### src/rtl/pipeline_fetch_queue_if.sv
`default_nettype none
// ============================================================================
// Module   : pipeline_fetch_queue_if
// Purpose  : Fetch-queue signal bundle between memory bus / decode and the queue
// Revision : 1.0
// ============================================================================
interface pipeline_fetch_queue_if #(
    parameter int WIDTH = 8,
    parameter int DEPTH = 4
);
    localparam int LVL_W = $clog2(DEPTH + 1);

    logic [WIDTH-1:0] bus_in;
    logic             bus_request;
    logic             fetch_suppress;
    logic             flush;
    logic             flag_pcraflip;
    logic             instr_ready;
    logic [WIDTH-1:0] instruction_out;
    logic             instr_valid;
    logic [LVL_W-1:0] level;
    logic             inc_pcra0;
    logic             inc_pcra1;

    modport master (
        output bus_in, bus_request, fetch_suppress, flush, flag_pcraflip, instr_ready,
        input  instruction_out, instr_valid, level, inc_pcra0, inc_pcra1
    );

    modport slave (
        input  bus_in, bus_request, fetch_suppress, flush, flag_pcraflip, instr_ready,
        output instruction_out, instr_valid, level, inc_pcra0, inc_pcra1
    );
endinterface
`default_nettype wire

### src/rtl/pipeline_fetch_queue.sv
`default_nettype none
// ============================================================================
// Module   : pipeline_fetch_queue
// Purpose  : DEPTH-entry instruction prefetch FIFO with PCRA0/PCRA1 step pulses.
//            Optional macro PIPELINE_FETCH_BYPASS_EN: zero-latency empty bypass.
// Revision : 1.0
// ============================================================================
module pipeline_fetch_queue #(
    parameter int               WIDTH      = 8,
    parameter int               DEPTH      = 4,
    parameter logic [WIDTH-1:0] NOP_OPCODE = '0
) (
    input  wire logic                  clk,
    input  wire logic                  reset,
    pipeline_fetch_queue_if.slave      fq
);
    localparam int PTR_W = $clog2(DEPTH);
    localparam int LVL_W = $clog2(DEPTH + 1);

    logic [WIDTH-1:0] mem_q [DEPTH];
    logic [PTR_W-1:0] wr_ptr_q, wr_ptr_d;
    logic [PTR_W-1:0] rd_ptr_q, rd_ptr_d;
    logic [LVL_W-1:0] level_q, level_d;

    logic             full;
    logic             empty;
    logic             fetch_ok;
    logic             push;
    logic             pop;
    logic             valid;
    logic [WIDTH-1:0] head;

    always_comb begin
        full     = (level_q == LVL_W'(DEPTH));
        empty    = (level_q == '0);
        fetch_ok = !reset && !fq.flush && !fq.bus_request && !fq.fetch_suppress && !full;
        head     = mem_q[rd_ptr_q];
        // Queue-side pop only; the bypassed byte never enters the array.
        pop      = !reset && !empty && fq.instr_ready && !fq.flush;
`ifdef PIPELINE_FETCH_BYPASS_EN
        push     = fetch_ok && !(empty && fq.instr_ready);
        valid    = (!reset && !empty) || fetch_ok;
        if (empty && fetch_ok)
            fq.instruction_out = fq.bus_in;
        else
            fq.instruction_out = valid ? head : NOP_OPCODE;
`else
        push     = fetch_ok;
        valid    = !reset && !empty;
        fq.instruction_out = valid ? head : NOP_OPCODE;
`endif
        fq.instr_valid = valid;
        fq.level       = reset ? '0 : level_q;
        fq.inc_pcra0   = fetch_ok && !fq.flag_pcraflip;
        fq.inc_pcra1   = fetch_ok &&  fq.flag_pcraflip;

        wr_ptr_d = push ? wr_ptr_q + PTR_W'(1) : wr_ptr_q;
        rd_ptr_d = pop  ? rd_ptr_q + PTR_W'(1) : rd_ptr_q;
        level_d  = level_q;
        if (push && !pop)
            level_d = level_q + LVL_W'(1);
        else if (pop && !push)
            level_d = level_q - LVL_W'(1);
    end

    always_ff @(posedge clk) begin
        if (reset || fq.flush) begin
            wr_ptr_q <= '0;
            rd_ptr_q <= '0;
            level_q  <= '0;
        end else begin
            wr_ptr_q <= wr_ptr_d;
            rd_ptr_q <= rd_ptr_d;
            level_q  <= level_d;
        end
    end

    always_ff @(posedge clk) begin
        if (push)
            mem_q[wr_ptr_q] <= fq.bus_in;
    end
endmodule
`default_nettype wire

### src/flat_wrapper.sv
// flat-port wrapper written by rule: the top's interface ports become plain ports
module pipeline_fetch_queue_flat 
#(
    parameter int               WIDTH      = 8,
    parameter int               DEPTH      = 4,
    parameter logic [WIDTH-1:0] NOP_OPCODE = '0
)
  (clk, reset, fq_bus_in, fq_bus_request, fq_fetch_suppress, fq_flush, fq_flag_pcraflip, fq_instr_ready, fq_instruction_out, fq_instr_valid, fq_level, fq_inc_pcra0, fq_inc_pcra1);
  pipeline_fetch_queue_if #(.WIDTH(WIDTH), .DEPTH(DEPTH)) fq_i ();
  input  wire logic clk;
  input  wire logic reset;
  input wire logic [$bits(fq_i.bus_in)-1:0] fq_bus_in;
  input wire logic [$bits(fq_i.bus_request)-1:0] fq_bus_request;
  input wire logic [$bits(fq_i.fetch_suppress)-1:0] fq_fetch_suppress;
  input wire logic [$bits(fq_i.flush)-1:0] fq_flush;
  input wire logic [$bits(fq_i.flag_pcraflip)-1:0] fq_flag_pcraflip;
  input wire logic [$bits(fq_i.instr_ready)-1:0] fq_instr_ready;
  output wire logic [$bits(fq_i.instruction_out)-1:0] fq_instruction_out;
  output wire logic [$bits(fq_i.instr_valid)-1:0] fq_instr_valid;
  output wire logic [$bits(fq_i.level)-1:0] fq_level;
  output wire logic [$bits(fq_i.inc_pcra0)-1:0] fq_inc_pcra0;
  output wire logic [$bits(fq_i.inc_pcra1)-1:0] fq_inc_pcra1;
  assign fq_i.bus_in = fq_bus_in;
  assign fq_i.bus_request = fq_bus_request;
  assign fq_i.fetch_suppress = fq_fetch_suppress;
  assign fq_i.flush = fq_flush;
  assign fq_i.flag_pcraflip = fq_flag_pcraflip;
  assign fq_i.instr_ready = fq_instr_ready;
  assign fq_instruction_out = fq_i.instruction_out;
  assign fq_instr_valid = fq_i.instr_valid;
  assign fq_level = fq_i.level;
  assign fq_inc_pcra0 = fq_i.inc_pcra0;
  assign fq_inc_pcra1 = fq_i.inc_pcra1;
  pipeline_fetch_queue #(.WIDTH(WIDTH), .DEPTH(DEPTH), .NOP_OPCODE(NOP_OPCODE)) u_core (.clk(clk), .reset(reset), .fq(fq_i));
endmodule
### config.mk
export PLATFORM = sky130hd
export DESIGN_NAME = pipeline_fetch_queue_flat
export DESIGN_NICKNAME = d
export VERILOG_FILES = /design/src/rtl/pipeline_fetch_queue_if.sv /design/src/rtl/pipeline_fetch_queue.sv /design/src/flat_wrapper.sv
export SDC_FILE = /design/constraint.sdc
export NUM_CORES = 1
export LEC_CHECK = 0
export ABC_AREA = 1
export CORE_MARGIN = 2
export CORE_UTILIZATION = 35
export DETAILED_ROUTE_END_ITERATION = 12
export SLEW_MARGIN = 20
export SYNTH_ARGS = -nofsm -noshare
export SYNTH_HDL_FRONTEND = slang
export SYNTH_SLANG_ARGS = --single-unit
### constraint.sdc
create_clock -name clk -period 4.2 [get_ports clk]
set_clock_uncertainty 0.1 [all_clocks]
set_input_delay 0.84 -clock clk [delete_from_list [all_inputs] [get_ports clk]]
set_output_delay 0.84 -clock clk [all_outputs]
set_load 0.02 [all_outputs]
==> run_results.csv <==
group,metric,value,unit
critical_path,worstRegToRegCells,11,
critical_path,r2r_setup_slack,2140,ps
sta,setup_viol,0,
routing,drc,0,
cells_and_area,fin_area,2260,sq um
logic_synthesis,synth_area,1820,sq um
floorplanning,num_rows,26,
cells_and_area,drive_above_1_share,9.27,%
cts,clock_latency,280,ps
cts,root_buffer,"clkbuf_8",
sta,hold_viol,0,
global_routing,grt_antenna_before_repair,0,
run_status,status,"complete, no violations",
run,maxCapViolations,0,
cts,numClockSinks,41,
critical_path,startpoint_type,"primary input",
logic_synthesis,synth_async_sr_flop_share,0,%
routing,vias,1220,
sta,relSlewSlack,46.8,%
critical_path,cpLargestDelayFamily,"buffers and inverters",
logic_synthesis,syn_inst,173,
power,p_leak,0.818,nW
global_routing,grt_start_max_net_pins,18,
critical_path,critPathBufInv,4,
logic_synthesis,synth_most_common_cell,"nor2_1",
cts,cts_setup_buffers,0,
place,dp.cells,267,
logic_synthesis,synth_area_leaders,"edfxtp_1 53%, dfxtp_1 9.9%, nor2_1 8.5%, inv_1 4.1%, a21oi_1 3.6%",
floorplanning,coreArea,5070,sq um
critical_path,crit_type,"in -> out",
logic_synthesis,ys_seq_elements,41,
routing,drt_iter0_markers,81,
critical_path,endpoint,"fq_instruction_out[6]",
routing,postRouteAntennaNets,0,
routing,first_pass_iters,4,
cts,numCtsBuffers,5,
critical_path,reg2reg_from,"u_core.level_q[0]",
cts,clk_path_buf_depth,2,
cts,h-tree-depth,2,
floorplanning,initial_core_util,35.8,%
sta,fin_crit_sh,82.5,%
logic_synthesis,ys.warnings.count,0,
global_routing,grt_pass1_vias,1139,
cts,post_cts_resize_count,0,
place,gp_congestion,0.766,
logic_synthesis,yosysTopAreaCell,"edfxtp_1",
critical_path,worst_path_max_delay_cell,"clkdlybuf4s50_1",
critical_path,path_max_fanout,8,
logic_synthesis,ys_seq_area_share,62.7,%
routing,avgRoutedWirePerCell,12.1,um
critical_path,r2r-end,"u_core.level_q[2]",
critical_path,critical_path_depth,7,
routing,wirelength,3320,um
cts,hold_buffers,0,
logic_synthesis,synth-main-ff-cell,"edfxtp_1",
sta,period_needed,3470,ps
power,irDropWorstVdd,0.158,mV
sta,tightest_slew,795,ps
critical_path,max_stage_delay,620,ps
sta,holdWs,390,ps
sta,rsz0062_at_grt,"no",
hold_path,hold_path_class,"reg -> reg",
critical_path,startpoint,"reset",
logic_synthesis,ys_types,21,
cells_and_area,finalNetCount,225,
cells_and_area,fin_cells,275,
place,dpl_cell_area,2150,sq um
power,p_per_area,348,nW/um^2
global_routing,grt_pass1_wl,5290,um
cts,clk_transition_reported_paths,80,ps
floorplanning,die_x,76.1,um
critical_path,cp_data_arrival_time,2530,ps
floorplanning,die_area,5790,sq um
cts,cts_tree,"built",
critical_path,crit_required,3260,ps
place,port_buffers,28,
logic_synthesis,yosys.area.top_type_share,52.8,%
logic_synthesis,synth_nets,194,
logic_synthesis,synth_edf_count,32,
logic_synthesis,synthTopCellsByCount,"41 x nor2_1, 32 x edfxtp_1, 20 x inv_1",
cells_and_area,syn2layout_area_growth,24.5,%
place,hpwl,2300,um
critical_path,cp-end-kind,"output pin",
sta,slew_violations,0,
logic_synthesis,avgSynthCellArea,10.5,sq um
global_routing,grt_overflow_total,0,
sta,final.setup.tns,0,ps
sta,max_freq,288,MHz
power,power,0.788,mW
floorplanning,die_h,76.1,um
global_routing,grt_usage,12.0,%
floorplanning,io_pins,29,
critical_path,path_cells,"clkdlybuf4s50_1 -> inv_2 -> nand2_2 -> nand3_4 -> inv_2 -> a21oi_1 -> clkdlybuf4s50_1",
cells_and_area,num_antenna_cells,0,
routing,via_per_inst,4.44,
==> metrics by stage <==
| step | setup slack [ps] | util (%) |
|---|---|---|
| finish | 733 | 44.6 |
| floorplan | 1700 | - |
| global route | 645 | 44.6 |
| global placement | 723 | 42.5 |
| CTS | 705 | 44.6 |
| detailed placement | 713 | 42.5 |
==> sequential cells by signal, indices dropped and copies added (netlist names), named ones only <==
| name | count |
|---|---|
| u_core.wr_ptr_q | 2 |
| u_core.level_q | 3 |
| u_core.mem_q | 32 |
| u_core.rd_ptr_q | 2 |
==> how the worst min path moves through the flow <==
stage	slack, ps	from	to	cells past startpoint
finish	390	u_core.rd_ptr_q[0]	u_core.rd_ptr_q[0]	2
global placement	370	u_core.rd_ptr_q[0]	flop	2
global route	410	u_core.rd_ptr_q[0]	u_core.rd_ptr_q[0]	2
CTS	390	u_core.rd_ptr_q[0]	u_core.rd_ptr_q[0]	2
detailed placement	380	u_core.rd_ptr_q[0]	u_core.rd_ptr_q[0]	2
floorplan	360	u_core.rd_ptr_q[0]	flop	2
==> where the power goes <==
group          internal [mW]  leakage (nW)  switching [mW]
clock                  0.175        0.0518           0.129
combinational         0.0204         0.405          0.0216
sequential             0.439         0.361         0.00208
total                  0.634         0.818           0.153
==> area by class of cell <==
class / count / area, sq um
Inverter: 24 / 91.3
Sequential cell: 41 / 1140
Clock buffer: 5 / 68.8
Clock inverter: 3 / 41.3
Fill cell: 505 / 2810
Timing Repair Buffer: 28 / 280
Tap cell: 70 / 87.6
Multi-Input combinational cell: 104 / 554
==> kinds of logic (layout without fill, tap and decap cells) <==
| family | Yosys count | count (layout) | share of synthesized area, % |
|---|---|---|---|
| AO/OA/AOI/OAI | 32 | 32 | 8.80 |
| adder cells (fa/ha/maj) | 6 | 6 | 4.54 |
| buffers and inverters | 28 | 60 | 6.81 |
| flip-flops | 41 | 41 | 62.7 |
| AND/OR/NAND/NOR | 66 | 66 | 17.1 |
==> routing by layer <==
layer / up-vias / GRT usage [%] / routed length [um]
met1: 552 / 15.3 / 1550
li1: 638 / - / -
met3: 9 / 3.08 / 103
met2: 21 / 18.9 / 1610
met5: - / 0 / 0
met4: 0 / 5.82 / 59
==> cell usage in the layout, fill, tap and decap left out <==
| cell type | n |
|---|---|
| nor2_1 | 41 |
| edfxtp_1 | 32 |
| clkdlybuf4s50_1 | 28 |
| inv_1 | 20 |
| a21oi_1 | 13 |
| o21ai_1 | 11 |
| nand2_1 | 10 |
| dfxtp_1 | 9 |
| o21ai_0 | 8 |
| nand2_2 | 5 |
| ha_1 | 5 |
| clkbuf_8 | 5 |
| nand3_1 | 4 |
| inv_2 | 3 |
| nand4_1 | 2 |
| nor2_4 | 1 |
| nand4_4 | 1 |
| nand3_4 | 1 |
| clkinv_2 | 1 |
| or2_1 | 1 |
| fa_1 | 1 |
| clkinvlp_4 | 1 |
| bufinv_16 | 1 |
| clkinv_1 | 1 |
==> worst reg2reg max path: stages, from the launching register on <==
cell     delay [ps]
dfxtp_1         430
nor2_1           90
nand2_1         110
nand4_4         160
inv_2           100
ha_1            160
inv_1            70
fa_1            380
nand2_1          80
nand3_1          90
o21ai_0         150
a21oi_1          50
(Power assumes the default switching activity.)
